==> src/rtl/uart_rx_pkg.sv <==
// Shared definitions for the UART receiver: state encodings, frame width
// and the baud divider formula shared with the transmitter.
package uart_rx_pkg;

  localparam int DATA_BITS = 8;

  typedef enum logic [2:0] {
    ST_IDLE      = 3'd0,
    ST_START     = 3'd1,
    ST_DATA      = 3'd2,
    ST_STOP      = 3'd3,
    ST_WAIT_IDLE = 3'd4
  } rx_state_e;

  // Clocks per oversample tick, integer-truncated. Both link ends use this
  // so they derive identical bit timing from the same parameters.
  function automatic int calc_div(input int clock_freq, input int baud_rate,
                                  input int oversample);
    return clock_freq / (baud_rate * oversample);
  endfunction

endpackage

==> src/rtl/uart_baud_tick.sv <==
// Oversample tick generator: one-clock pulse every DIV clocks.
// restart_i clears the divider so the tick phase can be re-aligned to an edge.
module uart_baud_tick
  import uart_rx_pkg::*;
#(
  parameter int DIV = 54
) (
  input  logic clk_i,
  input  logic rst_ni,
  input  logic restart_i,
  output logic tick_o
);

  localparam int CW = (DIV > 1) ? $clog2(DIV) : 1;
  localparam logic [CW-1:0] CNT_LAST = CW'(DIV - 1);

  // A zero divider means the clock is too slow for the requested baud rate.
  generate
    if (DIV < 1) begin : g_bad_div
      $error("uart_baud_tick: DIV must be at least 1");
    end
  endgenerate

  logic [CW-1:0] cnt_q, cnt_d;

  // Next divider count: wrap at the terminal count, clear on restart.
  always_comb begin
    cnt_d = cnt_q + 1'b1;
    if (restart_i || (cnt_q == CNT_LAST)) begin
      cnt_d = '0;
    end
  end

  // Divider register.
  always_ff @(posedge clk_i or negedge rst_ni) begin
    if (!rst_ni) begin
      cnt_q <= '0;
    end else begin
      cnt_q <= cnt_d;
    end
  end

  assign tick_o = (cnt_q == CNT_LAST);

endmodule

==> src/rtl/uart_rx.sv <==
// 8N1 UART receiver, LSB first, with oversampled start-bit validation,
// mid-bit data sampling and stop-bit framing check.
//
// state      | meaning
// -----------+----------------------------------------------------------
// IDLE       | line idle, waiting for a falling edge on rx_s
// START      | validating the start bit at its half-bit point
// DATA       | sampling one data bit per bit period, LSB first
// STOP       | sampling the stop bit; good -> rx_valid, low -> frame_err
// WAIT_IDLE  | after a framing error, waiting for the line to return high
module uart_rx
  import uart_rx_pkg::*;
#(
  parameter int BAUD_RATE  = 115200,
  parameter int CLOCK_FREQ = 100_000_000,
  parameter int OVERSAMPLE = 16
) (
  input  logic       clk_i,
  input  logic       rst_ni,
  input  logic       rx_i,
  output logic [7:0] rx_data_o,
  output logic       rx_valid_o,
  output logic       frame_err_o,
  output logic       rx_busy_o
);

  localparam int DIV = calc_div(CLOCK_FREQ, BAUD_RATE, OVERSAMPLE);
  localparam int SCW = $clog2(OVERSAMPLE);
  localparam int BW  = $clog2(DATA_BITS);
  localparam logic [SCW-1:0] SC_HALF  = SCW'(OVERSAMPLE / 2 - 1);
  localparam logic [SCW-1:0] SC_LAST  = SCW'(OVERSAMPLE - 1);
  localparam logic [BW-1:0]  BIT_LAST = BW'(DATA_BITS - 1);

  // Half-bit start validation needs an even tick count per bit.
  generate
    if ((OVERSAMPLE < 8) || ((OVERSAMPLE % 2) != 0)) begin : g_bad_os
      $error("uart_rx: OVERSAMPLE must be even and at least 8");
    end
  endgenerate

  logic                 rx_meta_q, rx_s_q;
  rx_state_e            state_q, state_d;
  logic [SCW-1:0]       sc_q, sc_d;
  logic [BW-1:0]        bit_q, bit_d;
  logic [DATA_BITS-1:0] shift_q, shift_d;
  logic [DATA_BITS-1:0] rx_data_q, rx_data_d;
  logic                 rx_valid_q, rx_valid_d;
  logic                 frame_err_q, frame_err_d;
  logic                 restart;
  logic                 tick;

  uart_baud_tick #(
    .DIV (DIV)
  ) u_baud_tick (
    .clk_i     (clk_i),
    .rst_ni    (rst_ni),
    .restart_i (restart),
    .tick_o    (tick)
  );

  // Two-flop synchroniser; resets to the idle (high) line level.
  always_ff @(posedge clk_i or negedge rst_ni) begin
    if (!rst_ni) begin
      rx_meta_q <= 1'b1;
      rx_s_q    <= 1'b1;
    end else begin
      rx_meta_q <= rx_i;
      rx_s_q    <= rx_meta_q;
    end
  end

  // Next-state, counter, shift and output-pulse logic.
  always_comb begin
    state_d     = state_q;
    sc_d        = sc_q;
    bit_d       = bit_q;
    shift_d     = shift_q;
    rx_data_d   = rx_data_q;
    rx_valid_d  = 1'b0;
    frame_err_d = 1'b0;
    restart     = 1'b0;
    unique case (state_q)
      ST_IDLE: begin
        if (!rx_s_q) begin
          state_d = ST_START;
          sc_d    = '0;
          restart = 1'b1;
        end
      end
      ST_START: begin
        if (tick) begin
          if (sc_q == SC_HALF) begin
            sc_d  = '0;
            bit_d = '0;
            // A line that is already high again was a glitch, not a start bit.
            state_d = rx_s_q ? ST_IDLE : ST_DATA;
          end else begin
            sc_d = sc_q + 1'b1;
          end
        end
      end
      ST_DATA: begin
        if (tick) begin
          if (sc_q == SC_LAST) begin
            sc_d    = '0;
            shift_d = {rx_s_q, shift_q[DATA_BITS-1:1]};
            if (bit_q == BIT_LAST) begin
              state_d = ST_STOP;
            end else begin
              bit_d = bit_q + 1'b1;
            end
          end else begin
            sc_d = sc_q + 1'b1;
          end
        end
      end
      ST_STOP: begin
        if (tick) begin
          if (sc_q == SC_LAST) begin
            sc_d = '0;
            if (rx_s_q) begin
              rx_data_d  = shift_q;
              rx_valid_d = 1'b1;
              state_d    = ST_IDLE;
            end else begin
              frame_err_d = 1'b1;
              state_d     = ST_WAIT_IDLE;
            end
          end else begin
            sc_d = sc_q + 1'b1;
          end
        end
      end
      ST_WAIT_IDLE: begin
        // Hold here through a break so it is not mistaken for a new start bit.
        if (rx_s_q) begin
          state_d = ST_IDLE;
        end
      end
      default: begin
        state_d = ST_IDLE;
      end
    endcase
  end

  // FSM state, counters, shift register and output registers.
  always_ff @(posedge clk_i or negedge rst_ni) begin
    if (!rst_ni) begin
      state_q     <= ST_IDLE;
      sc_q        <= '0;
      bit_q       <= '0;
      shift_q     <= '0;
      rx_data_q   <= '0;
      rx_valid_q  <= 1'b0;
      frame_err_q <= 1'b0;
    end else begin
      state_q     <= state_d;
      sc_q        <= sc_d;
      bit_q       <= bit_d;
      shift_q     <= shift_d;
      rx_data_q   <= rx_data_d;
      rx_valid_q  <= rx_valid_d;
      frame_err_q <= frame_err_d;
    end
  end

  assign rx_data_o   = rx_data_q;
  assign rx_valid_o  = rx_valid_q;
  assign frame_err_o = frame_err_q;
  assign rx_busy_o   = (state_q != ST_IDLE);

endmodule

==> config.mk <==
export PLATFORM = sky130hd
export DESIGN_NAME = uart_rx
export DESIGN_NICKNAME = d
export VERILOG_FILES = /design/src/rtl/uart_rx_pkg.sv /design/src/rtl/uart_baud_tick.sv /design/src/rtl/uart_rx.sv
export SDC_FILE = /design/constraint.sdc
export NUM_CORES = 1
export LEC_CHECK = 0
export ABC_AREA = 0
export CELL_PAD_IN_SITES_DETAIL_PLACEMENT = 0
export CELL_PAD_IN_SITES_GLOBAL_PLACEMENT = 2
export CORE_MARGIN = 4
export CORE_UTILIZATION = 35
export CTS_BUF_LIST = sky130_fd_sc_hd__clkbuf_8
export CTS_CLUSTER_DIAMETER = 150
export CTS_CLUSTER_SIZE = 8
export DETAILED_ROUTE_END_ITERATION = 10
export GPL_TIMING_DRIVEN = 0
export MAX_ROUTING_LAYER = met4
export PLACE_DENSITY = 0.85
export REMOVE_ABC_BUFFERS = 1
export SKIP_CTS_REPAIR_TIMING = 1
export SLEW_MARGIN = 20
export SYNTH_ARGS = -nofsm -noshare
export SYNTH_HDL_FRONTEND = slang
export SYNTH_SLANG_ARGS = --single-unit
==> constraint.sdc <==
create_clock -name clk_i -period 2 [get_ports clk_i]
set_clock_uncertainty 0.2 [all_clocks]
set_input_delay 0.4 -clock clk_i [delete_from_list [all_inputs] [get_ports clk_i]]
set_output_delay 0.4 -clock clk_i [all_outputs]
set_load 0.02 [all_outputs]
==> flow_metrics.py <==
metrics = {
    "floorplanning": {
        "die-area_um2": 6130,
        "start_util": 0.364,
        "io_pins": 14,
        "rows": 25,
        "die_h_um": 78.3,
        "fp.dieW_um": 78.3,
        "core_area_um2": 4750,
    },
    "setup_path": {
        "r2r_cells": 5,
        "crit_path_cell_trace": "ha_4 > nand2_2 > nor3_4 > and4_4 > mux2_4",
        "critPathBufInv": 0,
        "worst_r2r_endpoint": "rx_data_o[7]",
        "worst_path_max_delay_cell": "dfrtp_1",
        "critPathMaxFanout": 8,
        "reg2reg_slack_ps": -40,
        "arrival_ps": 2010,
        "timing.rr.start": "sc_q[1]",
        "cp.required_ps": 1970,
        "start_kind": "flop",
        "slowest_delay_ps": 430,
        "crit_type": "flop to flop",
        "critical-path-top-delay-family": "simple AND/OR/NAND/NOR gates",
        "cp-end-kind": "flop",
    },
    "place": {
        "io_buffers": 13,
        "gp_congestion": 0.759,
        "detailed_place_hpwl_um": 2160,
        "place_worst_setup_slack_ps": -390,
        "dp.cells": 212,
    },
    "detailed_routing": {
        "wl_met2_um": 1540,
        "wl_met3_um": 98,
        "post-route-drc-count": 0,
        "wl_per_cell_um": 14.1,
        "met1_length_um": 1530,
        "wirelength_um": 3240,
        "drtIter0Drc": 62,
        "vias": 1120,
        "final_antenna_net_count": 0,
        "dr.pass1.iters": 4,
        "via_per_inst": 4.87,
        "top_layer": "met4",
    },
    "flow_run": {
        "maxCapViolCount": 0,
    },
    "cells_and_area": {
        "syn_to_final_growth_pct": 28.0,
        "final_util": 0.466,
        "fin_nets": 170,
        "finalNonFillerCells": 230,
        "drive_gt1_frac": 0.411,
        "antenna_cells": 0,
        "n_fill_cell": 442,
    },
    "clocking": {
        "ctsLongestPathBuffers": 2,
        "clock-sinks": 36,
        "cts_root_buffer": "clkbuf_8",
        "cts_tree": "built",
        "worstSkewPairLatency_ps": 290,
        "cts_max_level": 2,
        "cts_buffers": 5,
        "clk_pin_slew_ps": 70,
    },
    "synth": {
        "synth_edf_count": 0,
        "syn_avg_cell_area_um2": 12.7,
        "synth_cell_types": 47,
        "ys_warn_count": 0,
        "synthArstFlopShare": 1.00,
        "synthFlopType": "dfrtp_1",
        "ys_seq_area_frac": 0.522,
        "synthCells": 136,
        "ys_ff_latch": 36,
        "syn_area_um2": 1730,
    },
    "pwr": {
        "power_density_nw_per_um2": 627,
        "irDropWorstVdd_uv": 333,
        "pwr-share-seq": 0.529,
        "p_int_uw": 1110,
        "p_switching_uw": 278,
        "swShare": 0.200,
        "p_comb_frac": 0.019,
        "p_clk_frac": 0.452,
        "cellLeakagePower_uw": 0.000972,
    },
    "sta": {
        "worstMarginPinSlew_ps": 345,
        "rsz0062_at_grt": "true",
        "timing.final.ws_setup_ps": -39.0,
        "fin_setup_tns_ps": -261,
        "setup_violations": 9,
        "hold_violations": 0,
        "drv_slew": 0,
        "relSlewSlack": 0.770,
        "fmax_mhz": 490,
        "fin_crit_sh": 1.02,
        "holdWs_ps": 166,
        "fin_crit_ps": 2040,
    },
    "global_routing": {
        "globalRouteTotalUtil": 0.115,
        "grt_overflow": 0,
        "grt_max_degree": 26,
        "antenna_found_initial": 0,
        "first_global_vias": 1085,
        "grt_pass1_wl_um": 5180,
    },
    "worst_hold_path": {
        "whs_path_depth": 0,
        "worstHoldEndpoint": "rx_s_q",
        "hp-class": "flop to flop",
        "holdCritStartpoint": "rx_meta_q",
    },
    "run_status": {
        "violations": "setup timing",
        "status": "complete, but fails checks",
    },
}
cell type report:
class | instances | area, µm² | share of cell area
clock buffer | 5 | 68.8 | 0.0311
clock inverter | 3 | 42.5 | 0.0192
inverter | 6 | 22.5 | 0.0102
multi-input combinational | 89 | 837 | 0.378
sequential | 36 | 908 | 0.410
tap | 67 | 83.8 | 0.0379
timing repair buffer | 24 | 250 | 0.113
through the flow:
step | power (µW) | area, µm²
after floorplan | 748 | 1690
after global placement | 767 | 1910
after detailed placement | 773 | 1930
after CTS | 1410 | 2040
after global routing | 1450 | 2210
final | 1390 | 2210
cell usage in the layout (no fill, tap or decap), types with 3 or more instances in the layout:
cell,n
mux2_4,9
clkbuf_8,5
nand2_1,5
dfrtp_1,30
buf_4,7
clkdlybuf4s50_1,11
inv_1,5
ha_1,3
nor2_1,10
xnor2_1,3
mux2_2,9
nor3_1,3
dfrtp_2,4
state kept, by name (all words and copies together) (netlist names):
name	flops
bit_q	3
frame_err_o	1
rx_data_o	8
rx_meta_q	1
rx_s_q	1
rx_valid_o	1
sc_q	4
shift_q	8
state_q	3
u_baud_tick.cnt_q	6
power by group through the flow:
stage | clock [µW] | sequential (µW) | combinational [µW]
2_1_floorplan | 0 | 747 | 1.17
3_3_place_gp | 0 | 748 | 19.1
3_5_place_dp | 0 | 748 | 25.4
4_1_cts | 649 | 734 | 25.5
5_1_grt | 682 | 734 | 30.2
6_report | 628 | 734 | 25.9
cells by family after synthesis:
logic type / after synthesis / synth area share
flops: 36 / 0.522
fa+ha+maj: 5 / 0.0362
simple gates: 43 / 0.180
compound gates: 16 / 0.0702
buf+inv: 11 / 0.0347
mux: 20 / 0.131
xor+xnor: 5 / 0.0253
worst register-to-register path: cells and delay by family, from the launching register on:
kind,cells,cell delay [ps]
simple gates,3,780
mux,1,320
flops,1,430
fa+ha+maj,1,190
cells in the mapped netlist (3+ instances only):
library cell / number / area share
dfrtp_1: 34 / 0.49
mux2_2: 16 / 0.10
nor2_1: 11 / 0.024
inv_1: 6 / 0.013
nand2_1: 6 / 0.013
ha_1: 5 / 0.036
and4_1: 3 / 0.015
nor3_1: 3 / 0.0087
xnor2_1: 3 / 0.015
worst max path at each step:
| stage | startpoint | endpoint | slack [ps] | cells past startpoint |
|---|---|---|---|---|
| 2_1_floorplan | u_baud_tick.cnt_q[1] | rx_data_o[0] | -90 | 6 |
| 3_3_place_gp | rst_ni | rx_data_o[6] | -420 | 1 |
| 3_5_place_dp | u_baud_tick.cnt_q[1] | rx_data_o[5] | -390 | 6 |
| 4_1_cts | state_q[1] | rx_busy_o | -480 | 2 |
| 5_1_grt | u_baud_tick.cnt_q[1] | rx_data_o[7] | -120 | 6 |
| 6_report | sc_q[1] | rx_data_o[7] | -40 | 5 |
routing by layer:
layer  vias up  track usage
li1        537            -
met1       561        0.137
met2        13        0.176
met3         9       0.0344
met4         0       0.0577
met5         -            -
No activity file was read; power rests on OpenSTA's default activity.
